`config.mk`:
```
export PLATFORM = sky130hd
export DESIGN_NAME = spawn_scheduler
export DESIGN_NICKNAME = d
export VERILOG_FILES = /design/src/rtl/spawn_pkg.sv /design/src/rtl/gap_timer.sv /design/src/rtl/spawn_scheduler.sv
export SDC_FILE = /design/constraint.sdc
export NUM_CORES = 1
export LEC_CHECK = 0
export BUFFER_PORTS_ARGS = -buffer_cell sky130_fd_sc_hd__clkbuf_2
export CAP_MARGIN = 5
export CORE_MARGIN = 2
export CORE_UTILIZATION = 35
export DETAILED_ROUTE_END_ITERATION = 10
export PLACE_DENSITY = 0.64
export SKIP_LAST_GASP = 1
export SYNTH_ARGS = -nofsm -noshare
export SYNTH_HDL_FRONTEND = slang
export SYNTH_HIERARCHICAL = 1
export SYNTH_SLANG_ARGS = --single-unit
```
`constraint.sdc`:
```
create_clock -name clock -period 3.1 [get_ports clock]
set_clock_uncertainty 0.15 [all_clocks]
set_input_delay 0.155 -clock clock [delete_from_list [all_inputs] [get_ports clock]]
set_output_delay 0.155 -clock clock [all_outputs]
set_load 0.05 [all_outputs]
```
`src/rtl/spawn_pkg.sv`:
```
// -----------------------------------------------------------------------------
// spawn_pkg
// Shared types and widths for the spawn scheduler:
//   state_e      - scheduler FSM states (IDLE, WAIT, DRAW, OFFER)
//   RND_W        - width of the LFSR random value and of a lane index
//   GAP_W        - width of the frame-tick gap counter
//   CNT_W        - width of the accepted-spawn counter
//   REJ_W        - width of the consecutive-reject counter
//   gap_from_rnd - gap load value: min_gap plus the low three random bits
// -----------------------------------------------------------------------------
`timescale 1ns/1ps
package spawn_pkg;

  localparam int RND_W = 5;
  localparam int GAP_W = 5;
  localparam int CNT_W = 8;
  localparam int REJ_W = 4;

  typedef enum logic [1:0] {
    IDLE  = 2'd0,
    WAIT  = 2'd1,
    DRAW  = 2'd2,
    OFFER = 2'd3
  } state_e;

  // MIN_GAP is at most 24 and rnd[2:0] at most 7, so the sum fits in GAP_W.
  function automatic logic [GAP_W-1:0] gap_from_rnd(
    input logic [RND_W-1:0] r,
    input int unsigned      min_gap
  );
    return GAP_W'(min_gap) + GAP_W'(r[2:0]);
  endfunction

endpackage

```
`src/rtl/gap_timer.sv`:
```
// -----------------------------------------------------------------------------
// gap_timer
// Counts down the number of frame ticks to wait before a lane draw.
// Ports:
//   clock      - sole clock
//   reset      - synchronous, active-high reset
//   load_i     - load load_val_i into the counter this cycle
//   load_val_i - gap value (in ticks) to load
//   tick_i     - frame tick, already qualified by the caller (only counts in WAIT)
//   done_o     - combinational: the tick arriving now is the last one of the gap
// -----------------------------------------------------------------------------
`timescale 1ns/1ps
module gap_timer
  import spawn_pkg::*;
(
  input  logic             clock,
  input  logic             reset,
  input  logic             load_i,
  input  logic [GAP_W-1:0] load_val_i,
  input  logic             tick_i,
  output logic             done_o
);

  logic [GAP_W-1:0] gap_q;
  logic [GAP_W-1:0] gap_d;

  assign done_o = tick_i && (gap_q == GAP_W'(1));

  always_comb begin
    // NOTE: next-state defaults to the current value before any branch, so no
    // path leaves gap_d unassigned and no latch is inferred.
    gap_d = gap_q;
    if (load_i) begin
      gap_d = load_val_i;
    end else if (tick_i && (gap_q != '0)) begin
      gap_d = gap_q - GAP_W'(1);
    end
  end

  // NOTE: sequential state uses non-blocking assignments so every register
  // samples its next value from the same pre-edge snapshot.
  always_ff @(posedge clock) begin
    if (reset) begin
      gap_q <= '0;
    end else begin
      gap_q <= gap_d;
    end
  end

endmodule

```
`src/rtl/spawn_scheduler.sv`:
```
// -----------------------------------------------------------------------------
// spawn_scheduler
// Turns a free-running 5-bit LFSR value into paced, range-limited spawn
// requests. After a random number of frame ticks it draws a lane index in
// [0, NUM_LANES) by rejection sampling (never repeating the previous lane,
// with a deterministic fallback after MAX_REJECT rejects) and offers it on a
// valid/ack handshake.
// Parameters:
//   NUM_LANES  - number of legal lanes (2..32)
//   MIN_GAP    - minimum ticks between spawns (1..24)
//   MAX_REJECT - draw attempts before fallback (1..15)
// Ports:
//   clock       - sole clock
//   reset       - synchronous, active-high reset
//   enable      - scheduler runs while high
//   tick        - one-cycle frame pulse
//   rnd         - random value from the LFSR, sampled synchronously
//   spawn_ack   - consumer accepts the offered lane
//   spawn_valid - lane offer pending (registered)
//   spawn_lane  - offered lane, stable while spawn_valid (registered)
//   spawn_count - accepted spawns, wraps 255 -> 0 (registered)
// -----------------------------------------------------------------------------
`timescale 1ns/1ps
module spawn_scheduler
  import spawn_pkg::*;
#(
  parameter int unsigned NUM_LANES  = 20,
  parameter int unsigned MIN_GAP    = 4,
  parameter int unsigned MAX_REJECT = 8
) (
  input  logic             clock,
  input  logic             reset,
  input  logic             enable,
  input  logic             tick,
  input  logic [RND_W-1:0] rnd,
  input  logic             spawn_ack,
  output logic             spawn_valid,
  output logic [RND_W-1:0] spawn_lane,
  output logic [CNT_W-1:0] spawn_count
);

  // One extra bit so NUM_LANES = 32 is still representable.
  localparam logic [RND_W:0]   LANES_LIMIT = (RND_W+1)'(NUM_LANES);
  localparam logic [RND_W-1:0] LAST_LANE   = RND_W'(NUM_LANES - 1);
  localparam logic [REJ_W-1:0] REJ_FINAL   = REJ_W'(MAX_REJECT - 1);

  state_e           state_q,     state_d;
  logic [REJ_W-1:0] rej_q,       rej_d;
  logic             have_last_q, have_last_d;
  logic [RND_W-1:0] last_q,      last_d;
  logic             valid_q,     valid_d;
  logic [RND_W-1:0] lane_q,      lane_d;
  logic [CNT_W-1:0] count_q,     count_d;

  logic             gap_load;
  logic             timer_tick;
  logic             gap_done;
  logic             draw_ok;
  logic [RND_W-1:0] fallback_lane;

  // Ticks only count while waiting with the scheduler enabled; ticks seen in
  // any other state are simply dropped.
  gap_timer u_gap_timer (
    .clock      (clock),
    .reset      (reset),
    .load_i     (gap_load),
    .load_val_i (gap_from_rnd(rnd, MIN_GAP)),
    .tick_i     (timer_tick),
    .done_o     (gap_done)
  );

  // A draw is usable when it is a legal lane and differs from the last
  // accepted lane (once there is one).
  assign draw_ok = ({1'b0, rnd} < LANES_LIMIT) && !(have_last_q && (rnd == last_q));

  // Fallback steps to the lane after the last one, or lane 0 if none yet.
  assign fallback_lane = !have_last_q        ? '0 :
                         (last_q == LAST_LANE) ? '0 :
                         last_q + RND_W'(1);

  always_comb begin
    state_d     = state_q;
    rej_d       = rej_q;
    have_last_d = have_last_q;
    last_d      = last_q;
    valid_d     = valid_q;
    lane_d      = lane_q;
    count_d     = count_q;
    gap_load    = 1'b0;
    timer_tick  = 1'b0;

    case (state_q)
      IDLE: begin
        if (enable) begin
          gap_load = 1'b1;
          state_d  = WAIT;
        end
      end

      WAIT: begin
        if (!enable) begin
          state_d = IDLE;
        end else begin
          timer_tick = tick;
          if (gap_done) begin
            state_d = DRAW;
            rej_d   = '0;
          end
        end
      end

      DRAW: begin
        if (!enable) begin
          state_d = IDLE;
        end else if (draw_ok) begin
          lane_d  = rnd;
          valid_d = 1'b1;
          state_d = OFFER;
        end else begin
          rej_d = rej_q + REJ_W'(1);
          if (rej_q == REJ_FINAL) begin
            lane_d  = fallback_lane;
            valid_d = 1'b1;
            state_d = OFFER;
          end
        end
      end

      OFFER: begin
        // The offer stays up regardless of enable until it is acknowledged.
        if (spawn_ack) begin
          last_d      = lane_q;
          have_last_d = 1'b1;
          count_d     = count_q + CNT_W'(1);
          valid_d     = 1'b0;
          if (enable) begin
            gap_load = 1'b1;
            state_d  = WAIT;
          end else begin
            state_d = IDLE;
          end
        end
      end

      default: begin
        state_d = IDLE;
        valid_d = 1'b0;
      end
    endcase
  end

  always_ff @(posedge clock) begin
    if (reset) begin
      state_q     <= IDLE;
      rej_q       <= '0;
      have_last_q <= 1'b0;
      last_q      <= '0;
      valid_q     <= 1'b0;
      lane_q      <= '0;
      count_q     <= '0;
    end else begin
      state_q     <= state_d;
      rej_q       <= rej_d;
      have_last_q <= have_last_d;
      last_q      <= last_d;
      valid_q     <= valid_d;
      lane_q      <= lane_d;
      count_q     <= count_d;
    end
  end

  assign spawn_valid = valid_q;
  assign spawn_lane  = lane_q;
  assign spawn_count = count_q;

endmodule

```
==> impl_metrics.json, run 1 <==
{
  "synth_edf_count": 0,
  "netlist_area_um2": 1840,
  "endpoint_kind": "flip-flop",
  "cap_violations": 0,
  "clock-sinks": 31,
  "worstMarginPinSlew_ns": 0.729,
  "max_stage_delay_ns": 0.36,
  "grt_first_pass_wirelength_mm": 7.02,
  "place_congestion": 0.774,
  "fin_setup_tns_ns": 0,
  "critPathKind": "reg -> reg",
  "die_y_um": 76.4,
  "hold_depth": 3,
  "rr_endpoint": "state_q[0]$_SDFFE_PP0P_",
  "cts_resized": 0,
  "drv_slew": 0,
  "min_to": "u_gap_timer/gap_q[0]$_SDFFE_PP0P_",
  "layout-drive-gt1-share_pct": 19.1,
  "ctsHoldBuffers": 0,
  "worstPathMaxFanout": 8,
  "fmax_mhz": 415,
  "grt_usage_pct": 14.8,
  "cts_tree": "yes",
  "final_nets": 265,
  "min_period_over_period_pct": 77.7,
  "cts_setup_buffers": 0,
  "rsz0062_at_grt": "false",
  "path_clk_slew_ns": 0.07,
  "vias_per_cell": 5.08,
  "max-slew-margin-rel_pct": 51.4,
  "fin_area_um2": 2100,
  "drt_iter0_drc": 55,
  "syn_to_final_growth_pct": 14.5,
  "gr-total-overflow": 0,
  "die-area_um2": 5840,
  "yosys.area.top_type_share_pct": 33.8,
  "reg2reg_from": "state_q[1]$_SDFFE_PP0P_",
  "ys_types": 53,
  "syn_nets": 241,
  "cp_data_required_time_ns": 3.12,
  "avgSynthCellArea_um2": 8.27,
  "hold_viol": 0,
  "cts_buffer_depth": 2,
  "multi_input_area_um2": 1140,
  "post-dp-hpwl_mm": 2.82,
  "synth-main-ff-cell": "dfxtp_1",
  "grt_pass1_vias": 1516,
  "period_needed_ns": 2.41,
  "yosysWarnings": 6,
  "hold_start": "rnd[0]",
  "io_pins": 24,
  "worstHoldPathType": "in -> reg",
  "path_delay_family": "simple AND/OR/NAND/NOR gates",
  "leakage_nw": 0.778,
  "reg2reg_slack_ns": 0.69,
  "pwr_density_cell_nw_per_um2": 511,
  "cts_root_buffer": "clkbuf_8",
  "cp_cell_sequence": "inv_1 -> ha_1 -> and3_1 -> and4b_2 -> nor2b_1 -> mux2i_1 -> o21ai_0 -> a31oi_4 -> mux2_2",
  "ys_seq_elements": 31,
  "yosysSeqAreaShare_pct": 33.8,
  "crit_slowest_cell": "dfxtp_1",
  "ir_worst_vdd_v": 0.000347,
  "synthTopCellsByArea": "dfxtp_1, nand2_1, ha_1",
  "nFillCells": 549,
  "dr.pass1.iters": 4,
  "initial_utilization_pct": 36.2,
  "drtAntennaViolNets": 0,
  "setup_violations": 0,
  "timing.critical_path.buf_inv": 1,
  "status": "complete, no violations",
  "grt_max_degree": 36,
  "area.sequential_um2": 621,
  "cp.arrival_ns": 2.43,
  "cts_buffers": 5,
  "post-route-worst-setup-slack_ns": 0.691,
  "antenna_cells": 0,
  "clk_latency_ns": 0.28,
  "cp-start-kind": "flip-flop",
  "dpl_worst_slack_ns": 0.707,
  "grt_antenna_before_repair": 0,
  "post_dp_cell_area_um2": 2010,
  "reg2reg_depth": 9,
  "std_cell_rows": 26,
  "drt-total-wl_mm": 3.96,
  "core-area_um2": 5070,
  "drc": 0,
  "synth_cells": 222,
  "wl_per_cell_um": 12.5,
  "dr_total_vias": 1605,
  "yosys.area.top_type": "dfxtp_1",
  "die_w_um": 76.4,
  "synth-async-reset-ratio_pct": 0,
  "htree_num_levels": 2,
  "portBuffers": 23
}
[power by group]
| group | switching, mW | internal (mW) | total, mW |
|---|---|---|---|
| clock | 0.142 | 0.174 | 0.316 |
| sequential | 0.0304 | 0.429 | 0.460 |
| combinational | 0.164 | 0.133 | 0.297 |
| total | 0.336 | 0.736 | 1.07 |
[worst max path at each step]
stage	depth (start not counted)	end	start	slack, ns
floorplan	8	u_gap_timer/gap_q[1]$_SDFFE_PP0P_	state_q[1]$_SDFFE_PP0P_	0.90
global placement	9	state_q[0]$_SDFFE_PP0P_	state_q[1]$_SDFFE_PP0P_	0.79
detailed placement	9	state_q[0]$_SDFFE_PP0P_	state_q[1]$_SDFFE_PP0P_	0.71
CTS	9	state_q[0]$_SDFFE_PP0P_	state_q[1]$_SDFFE_PP0P_	0.70
global route	9	state_q[0]$_SDFFE_PP0P_	state_q[1]$_SDFFE_PP0P_	0.56
finish	9	state_q[0]$_SDFFE_PP0P_	state_q[1]$_SDFFE_PP0P_	0.69
[logic make-up (layout without fill, tap and decap cells)]
logic type / count (synthesis) / after routing / synth area share [%]
adders and majority gates: 9 / 9 / 6.14
DFF: 31 / 31 / 33.8
xor gates and xnor gates: 11 / 11 / 5.66
AOI/OAI and AO/OA: 50 / 50 / 19.5
muxes: 5 / 5 / 2.93
other: 1 / 1 / 0.204
buffers and inverters: 17 / 41 / 4.02
and+or+nand+nor: 98 / 98 / 27.7
[placed cells by master (no fill, tap or decap), drive strengths merged, types with 2 or more instances in the layout]
cell and instances:
xnor2 7, clkbuf 29, nor2b 2, a21o 4, a221oi 2, ha 9
a311oi 7, a21oi 16, nand4 3, nand3 9, mux2i 2, xor2 4
nand3b 3, nor2 20, and2 2, mux2 3, dfxtp 31, buf 2
or3 5, o21ai 11, and3 4, inv 9, a31oi 2, nand2 35
or4b 3, nand2b 5
[worst register-to-register path: cells and delay by family (launching register included)]
family | cells | cell delay [ns]
AO/OA/AOI/OAI | 2 | 0.35
adder cells (fa/ha/maj) | 1 | 0.20
buffers and inverters | 1 | 0.09
flip-flops | 1 | 0.36
multiplexers | 2 | 0.47
AND/OR/NAND/NOR | 3 | 0.68
[metal layers]
metal  part of all wire, %  global-route usage (%)  vias up
li1                      -                       -      837
met1                    48                    18.8      729
met2                    46                    24.5       35
met3                   4.7                    3.55        4
met4                   1.2                    5.27        0
met5                     0                       0        -
[area by class of cell]
type                       instances  area share [%]
inverter                           9            1.61
clock inverter                     1           0.238
sequential                        31            29.5
timing repair buffer              25            6.19
tap                               70            4.17
multi-input combinational        174            54.3
clock buffer                       6            3.93
[synth_stat cells, types with 2 or more instances]
library cell,number
nand2_1,35
dfxtp_1,31
nor2_1,20
a21oi_1,15
o21ai_0,11
ha_1,9
inv_1,9
nand3_1,9
a311oi_1,7
xnor2_1,6
nand2b_1,5
clkbuf_1,4
or3_1,4
xor2_1,4
a21o_1,3
mux2_2,3
nand3b_1,3
nand4_1,3
a221oi_1,2
and2_1,2
and3_1,2
buf_2,2
mux2i_1,2
nor2b_1,2
[per-stage QoR]
stage	utilization [%]	cells	power (mW)	hold slack [ns]
finish	41.4	316	1.07	0.0325
global route	41.4	316	1.14	0.0394
CTS	41.4	316	1.08	0.0225
detailed placement	39.7	309	0.764	0.308
global placement	39.7	309	0.761	0.308
floorplan	-	222	0.696	0.0741
[registers in the layout (all words and copies together) (netlist names)]
register	flops
spawn_valid	1
spawn_count	8
have_last_q	1
state_q	2
last_q	5
spawn_lane	5
u_gap_timer/gap_q	5
rej_q	4
(Power assumes the default switching activity.)
==> run 2: changes to the inputs <==
==> constraint.sdc (replaced) <==
create_clock -name clock -period 2.31 [get_ports clock]
set_clock_uncertainty 0.15 [all_clocks]
set_input_delay 0.1155 -clock clock [delete_from_list [all_inputs] [get_ports clock]]
set_output_delay 0.1155 -clock clock [all_outputs]
set_load 0.05 [all_outputs]
==> run 2 against run 1 <==
Effect of this change:
- flip-flop and latch count is the same
- clock power grew 38%
- die area is the same
- largest power group unchanged
- design area grew 3.9%
- critical path type unchanged
- sequential power grew 34%
- highest routed layer unchanged
- critical path depth is the same
==> impl_metrics.json, run 2 (same netlist as run 1, synthesis figures left out) <==
{
  "portBuffers": 23,
  "largest_reg_flops": 8,
  "vias_per_cell": 5.17,
  "status": "complete, no violations",
  "reg2reg_slack_ns": 0.21,
  "cp_data_required_time_ns": 2.33,
  "final_common_cell": "nand2_1",
  "clk_latency_ns": 0.28,
  "path_clk_slew_ns": 0.07,
  "period_needed_ns": 2.10,
  "pwr_density_cell_nw_per_um2": 677,
  "cts_root_buffer": "clkbuf_8",
  "cap_violations": 0,
  "leakage_nw": 0.820,
  "fin_util_pct": 43.0,
  "whs_ns": 0.0630,
  "die_w_um": 76.4,
  "max-slew-margin-rel_pct": 67.0,
  "ir_worst_vdd_v": 0.000488,
  "die_y_um": 76.4,
  "hold_start": "rnd[2]",
  "cp.arrival_ns": 2.13,
  "layout.cells.most_common_list": "nand2_1, dfxtp_1, clkbuf_2, nor2_1, a21oi_1",
  "std_cell_rows": 26,
  "reg2reg_from": "state_q[1]$_SDFFE_PP0P_",
  "final_nets": 274,
  "fin_area_um2": 2180,
  "dr.pass1.iters": 4,
  "clock-sinks": 31,
  "core-area_um2": 5070,
  "htree_num_levels": 2,
  "cts_tree": "yes",
  "rr_endpoint": "state_q[0]$_SDFFE_PP0P_",
  "cts_buffers": 5,
  "syn_to_final_growth_pct": 18.9,
  "worstPathMaxFanout": 4,
  "min_to": "spawn_lane[2]$_SDFFE_PP0P_",
  "grt_max_degree": 35,
  "max_stage_delay_ns": 0.34,
  "worstMarginPinSlew_ns": 0.489,
  "dr_total_vias": 1681,
  "grt_antenna_before_repair": 0,
  "endpoint_kind": "flip-flop",
  "drv_slew": 0,
  "cp_cell_sequence": "inv_1 -> ha_1 -> and3_1 -> and4b_2 -> nor2b_1 -> mux2i_1 -> o21ai_0 -> a31oi_4 -> mux2_2",
  "cp-start-kind": "flip-flop",
  "rsz0062_at_grt": "false",
  "grt_first_pass_wirelength_mm": 7.11,
  "drt_iter0_drc": 91,
  "place_congestion": 0.753,
  "grt_pass1_vias": 1531,
  "hold_viol": 0,
  "die-area_um2": 5840,
  "drc": 0,
  "drt-total-wl_mm": 4.23,
  "cts_setup_buffers": 0,
  "crit_slowest_cell": "mux2_2",
  "worstHoldPathType": "in -> reg",
  "cts_buffer_depth": 2,
  "post_dp_cell_area_um2": 2040,
  "antenna_cells": 0,
  "fin_setup_tns_ns": 0,
  "gr-total-overflow": 0,
  "grt_usage_pct": 15.1,
  "layout-drive-gt1-share_pct": 20.4,
  "fmax_mhz": 475,
  "drtAntennaViolNets": 0,
  "io_pins": 24,
  "setup_violations": 0,
  "min_period_over_period_pct": 91.1,
  "hold_depth": 3,
  "wl_per_cell_um": 13.0,
  "initial_utilization_pct": 36.2,
  "post-dp-hpwl_mm": 3.02,
  "reg2reg_depth": 9,
  "critPathKind": "reg -> reg"
}
run 2: power by group:
part	total (mW)	switching, mW	internal, mW
clock network	0.435	0.202	0.234
logic	0.424	0.232	0.193
registers	0.618	0.0401	0.578
run 2: how the worst max path moves through the flow:
stage	startpoint	end	slack, ns
finish	state_q[1]$_SDFFE_PP0P_	state_q[0]$_SDFFE_PP0P_	0.21
global route	state_q[1]$_SDFFE_PP0P_	state_q[0]$_SDFFE_PP0P_	0.04
CTS	state_q[0]$_SDFFE_PP0P_	state_q[0]$_SDFFE_PP0P_	0.18
detailed placement	state_q[0]$_SDFFE_PP0P_	state_q[0]$_SDFFE_PP0P_	0.20
global placement	state_q[0]$_SDFFE_PP0P_	state_q[0]$_SDFFE_PP0P_	0.21
floorplan	state_q[1]$_SDFFE_PP0P_	u_gap_timer/gap_q[1]$_SDFFE_PP0P_	0.11
run 2: per-layer routing:
metal	part of all wire [%]	global-route usage (%)	wire length, um
met5	0	0	0
met2	48	25.4	2020
met1	47	18.3	2000
met4	1.6	6.55	66
met3	3.5	3.44	148
run 2: what timing repair did:
action	in CTS	in global routing
endpoints found under the setup margin	0	1
resized for setup	0	1
hold buffers	5	0
hold endpoints to repair	5	0
run 2: critical path, delay by kind of cell, from the launching register on:
family,cells,cell delay (ns)
multiplexers,2,0.46
AND/OR/NAND/NOR,3,0.47
flip-flops,1,0.31
buffers and inverters,1,0.07
AO/OA/AOI/OAI,2,0.33
adder cells (fa/ha/maj),1,0.20
run 2: per-stage QoR:
stage | total power [mW] | instances | worst slack, ns
floorplan | 0.935 | 222 | 0.112
global placement | 1.03 | 313 | 0.214
detailed placement | 1.04 | 313 | 0.197
CTS | 1.48 | 325 | 0.184
global route | 1.58 | 325 | 0.0438
finish | 1.48 | 325 | 0.206
run 2: cell type report:
cell class / count / area, um2
clock buffers: 6 / 82.6
clock inverters: 1 / 5.00
fillers: 543 / 2890
inverters: 9 / 33.8
multi-input cells: 174 / 1140
flip-flops and latches: 31 / 622
well taps: 70 / 87.6
repair buffers: 34 / 210
==> run 3: changes to the inputs <==
--- a/config.mk
+++ b/config.mk
@@ -8,9 +8,9 @@
 export BUFFER_PORTS_ARGS = -buffer_cell sky130_fd_sc_hd__clkbuf_2
 export CAP_MARGIN = 5
 export CORE_MARGIN = 2
-export CORE_UTILIZATION = 35
+export CORE_UTILIZATION = 45
 export DETAILED_ROUTE_END_ITERATION = 10
-export PLACE_DENSITY = 0.64
+export PLACE_DENSITY = 0.76
 export SKIP_LAST_GASP = 1
 export SYNTH_ARGS = -nofsm -noshare
 export SYNTH_HDL_FRONTEND = slang
==> run 3 against run 2 <==
Effect of this change:
- utilization is 12 points higher
- flip-flop and latch count stayed put
- first-iteration DRC count is 42% lower
- worst hold slack worse by 0.049 ns
- combinational power hardly changed
- sequential share of layout area hardly changed
- register-to-register slack worse by 0.04 ns
- non-clock buffer count is 1 lower
- largest power group unchanged
- final cell count is 6.2% lower
- sequential power hardly changed
- critical path type unchanged
- critical endpoint unchanged
- die area is 21% lower
- design area is 0.29% lower
==> impl_metrics.json, run 3 (same netlist as run 1, synthesis figures left out) <==
{
  "status": "complete, no violations",
  "layout.cells.most_common_list": "nand2_1, dfxtp_1, clkbuf_2, nor2_1, a21oi_1",
  "cp-start-kind": "flip-flop",
  "syn_to_final_growth_pct": 18.5,
  "whs_ns": 0.0142,
  "p_total_mw": 1.59,
  "layout-drive-gt1-share_pct": 20.4,
  "clock-sinks": 31,
  "htree_num_levels": 2,
  "grt_usage_pct": 19.3,
  "cts_tree": "yes",
  "post_dp_cell_area_um2": 2020,
  "die_y_um": 67.9,
  "cts_buffers": 5,
  "cts_root_buffer": "clkbuf_8",
  "fin_area_um2": 2180,
  "cp.arrival_ns": 2.17,
  "max_stage_delay_ns": 0.38,
  "place_congestion": 0.743,
  "dr_total_vias": 1692,
  "grt_max_degree": 35,
  "power.share.clock_pct": 34.7,
  "die_w_um": 67.9,
  "path_clk_slew_ns": 0.07,
  "fmax_mhz": 465,
  "p_int_mw": 1.12,
  "cp_cell_sequence": "ha_1 -> and3_1 -> and4b_2 -> nor2b_1 -> mux2i_1 -> o21ai_0 -> a31oi_4 -> mux2_2",
  "drt_iter0_drc": 53,
  "rsz0062_at_grt": "false",
  "dr.pass1.iters": 4,
  "vias_per_cell": 5.55,
  "cap_violations": 0,
  "portBuffers": 23,
  "gr-total-overflow": 0,
  "drtAntennaViolNets": 0,
  "final_nets": 273,
  "ir_worst_vdd_v": 0.000453,
  "min_period_over_period_pct": 93.0,
  "leakage_nw": 0.830,
  "core-area_um2": 3970,
  "cts_buffer_depth": 2,
  "worstHoldPathType": "in -> reg",
  "critPathKind": "reg -> reg",
  "fin_setup_tns_ns": 0,
  "worstPathMaxFanout": 4,
  "initial_utilization_pct": 46.2,
  "cts_resized": 0,
  "dpl_worst_slack_ns": 0.161,
  "fin_cells": 305,
  "grt_antenna_before_repair": 0,
  "die-area_um2": 4610,
  "drc": 0,
  "post-dp-hpwl_mm": 2.94,
  "pwr_density_cell_nw_per_um2": 731,
  "swShare_pct": 29.8,
  "grt_pass1_vias": 1541,
  "drv_slew": 0,
  "wl_per_cell_um": 13.1,
  "hold_viol": 0,
  "grt_first_pass_wirelength_mm": 6.69,
  "drt-total-wl_mm": 4.01,
  "clk_latency_ns": 0.28,
  "post-route-worst-setup-slack_ns": 0.162,
  "period_needed_ns": 2.15,
  "std_cell_rows": 23,
  "power_frac_seq_pct": 38.7,
  "io_pins": 24,
  "cp_data_required_time_ns": 2.33,
  "crit_slowest_cell": "dfxtp_1",
  "net-switching-power_mw": 0.474,
  "largest_reg_flops": 8,
  "final_common_cell": "nand2_1",
  "antenna_cells": 0,
  "placedCellCount": 293,
  "combPwrFrac_pct": 26.6,
  "fin_util_pct": 54.8,
  "endpoint_kind": "flip-flop",
  "setup_violations": 0
}
-- run 3: changes by cell type in the layout (fill, tap and decap cells not counted), sizes merged --
cell,change
bufinv,+1
dlygate4sd3,-1
-- run 3: metal layers --
metal | vias up | wire length [um] | track usage (%)
met2 | 34 | 2020 | 34.8
met5 | - | 0 | 0
met1 | 796 | 1780 | 22.2
met3 | 7 | 156 | 4.11
met4 | 0 | 55 | 7.50
li1 | 855 | - | -
-- run 3: power by group through the flow --
stage          combinational [mW]  sequential [mW]  clock (mW)
5_1_grt                     0.468            0.620       0.586
3_3_place_gp                0.404            0.626           0
4_1_cts                     0.422            0.615       0.566
2_1_floorplan               0.307            0.628           0
6_report                    0.423            0.615       0.552
3_5_place_dp                0.412            0.626           0
-- run 3: cell type report --
class | instances | area (um2)
Timing Repair Buffer | 33 | 200
Tap cell | 50 | 62.6
Sequential cell | 31 | 621
Inverter | 9 | 33.8
Fill cell | 402 | 1800
Clock buffer | 6 | 82.6
Clock inverter | 2 | 35.0
Multi-Input combinational cell | 174 | 1140
-- run 3: worst paths after layout --
path / slack [ns] / start / end / cells past startpoint
min reg2reg: 0.32 / spawn_lane[3]$_SDFFE_PP0P_ / last_q[3]$_SDFFE_PP0P_ / 2
max reg2reg: 0.16 / state_q[0]$_SDFFE_PP0P_ / state_q[0]$_SDFFE_PP0P_ / 8
max: 0.16 / state_q[0]$_SDFFE_PP0P_ / state_q[0]$_SDFFE_PP0P_ / 8
min: 0.01 / rnd[0] / spawn_lane[0]$_SDFFE_PP0P_ / 3
-- run 3: what timing repair did --
item,CTS,global route
setup buffers,0,0
hold buffers,4,0
hold endpoints to repair,4,0
-- run 3: worst max-delay path: cells and delay by family (launching register included) --
kind | cells | cell delay [ns]
simple gates | 3 | 0.46
compound gates | 2 | 0.36
mux | 2 | 0.47
flops | 1 | 0.38
fa+ha+maj | 1 | 0.23
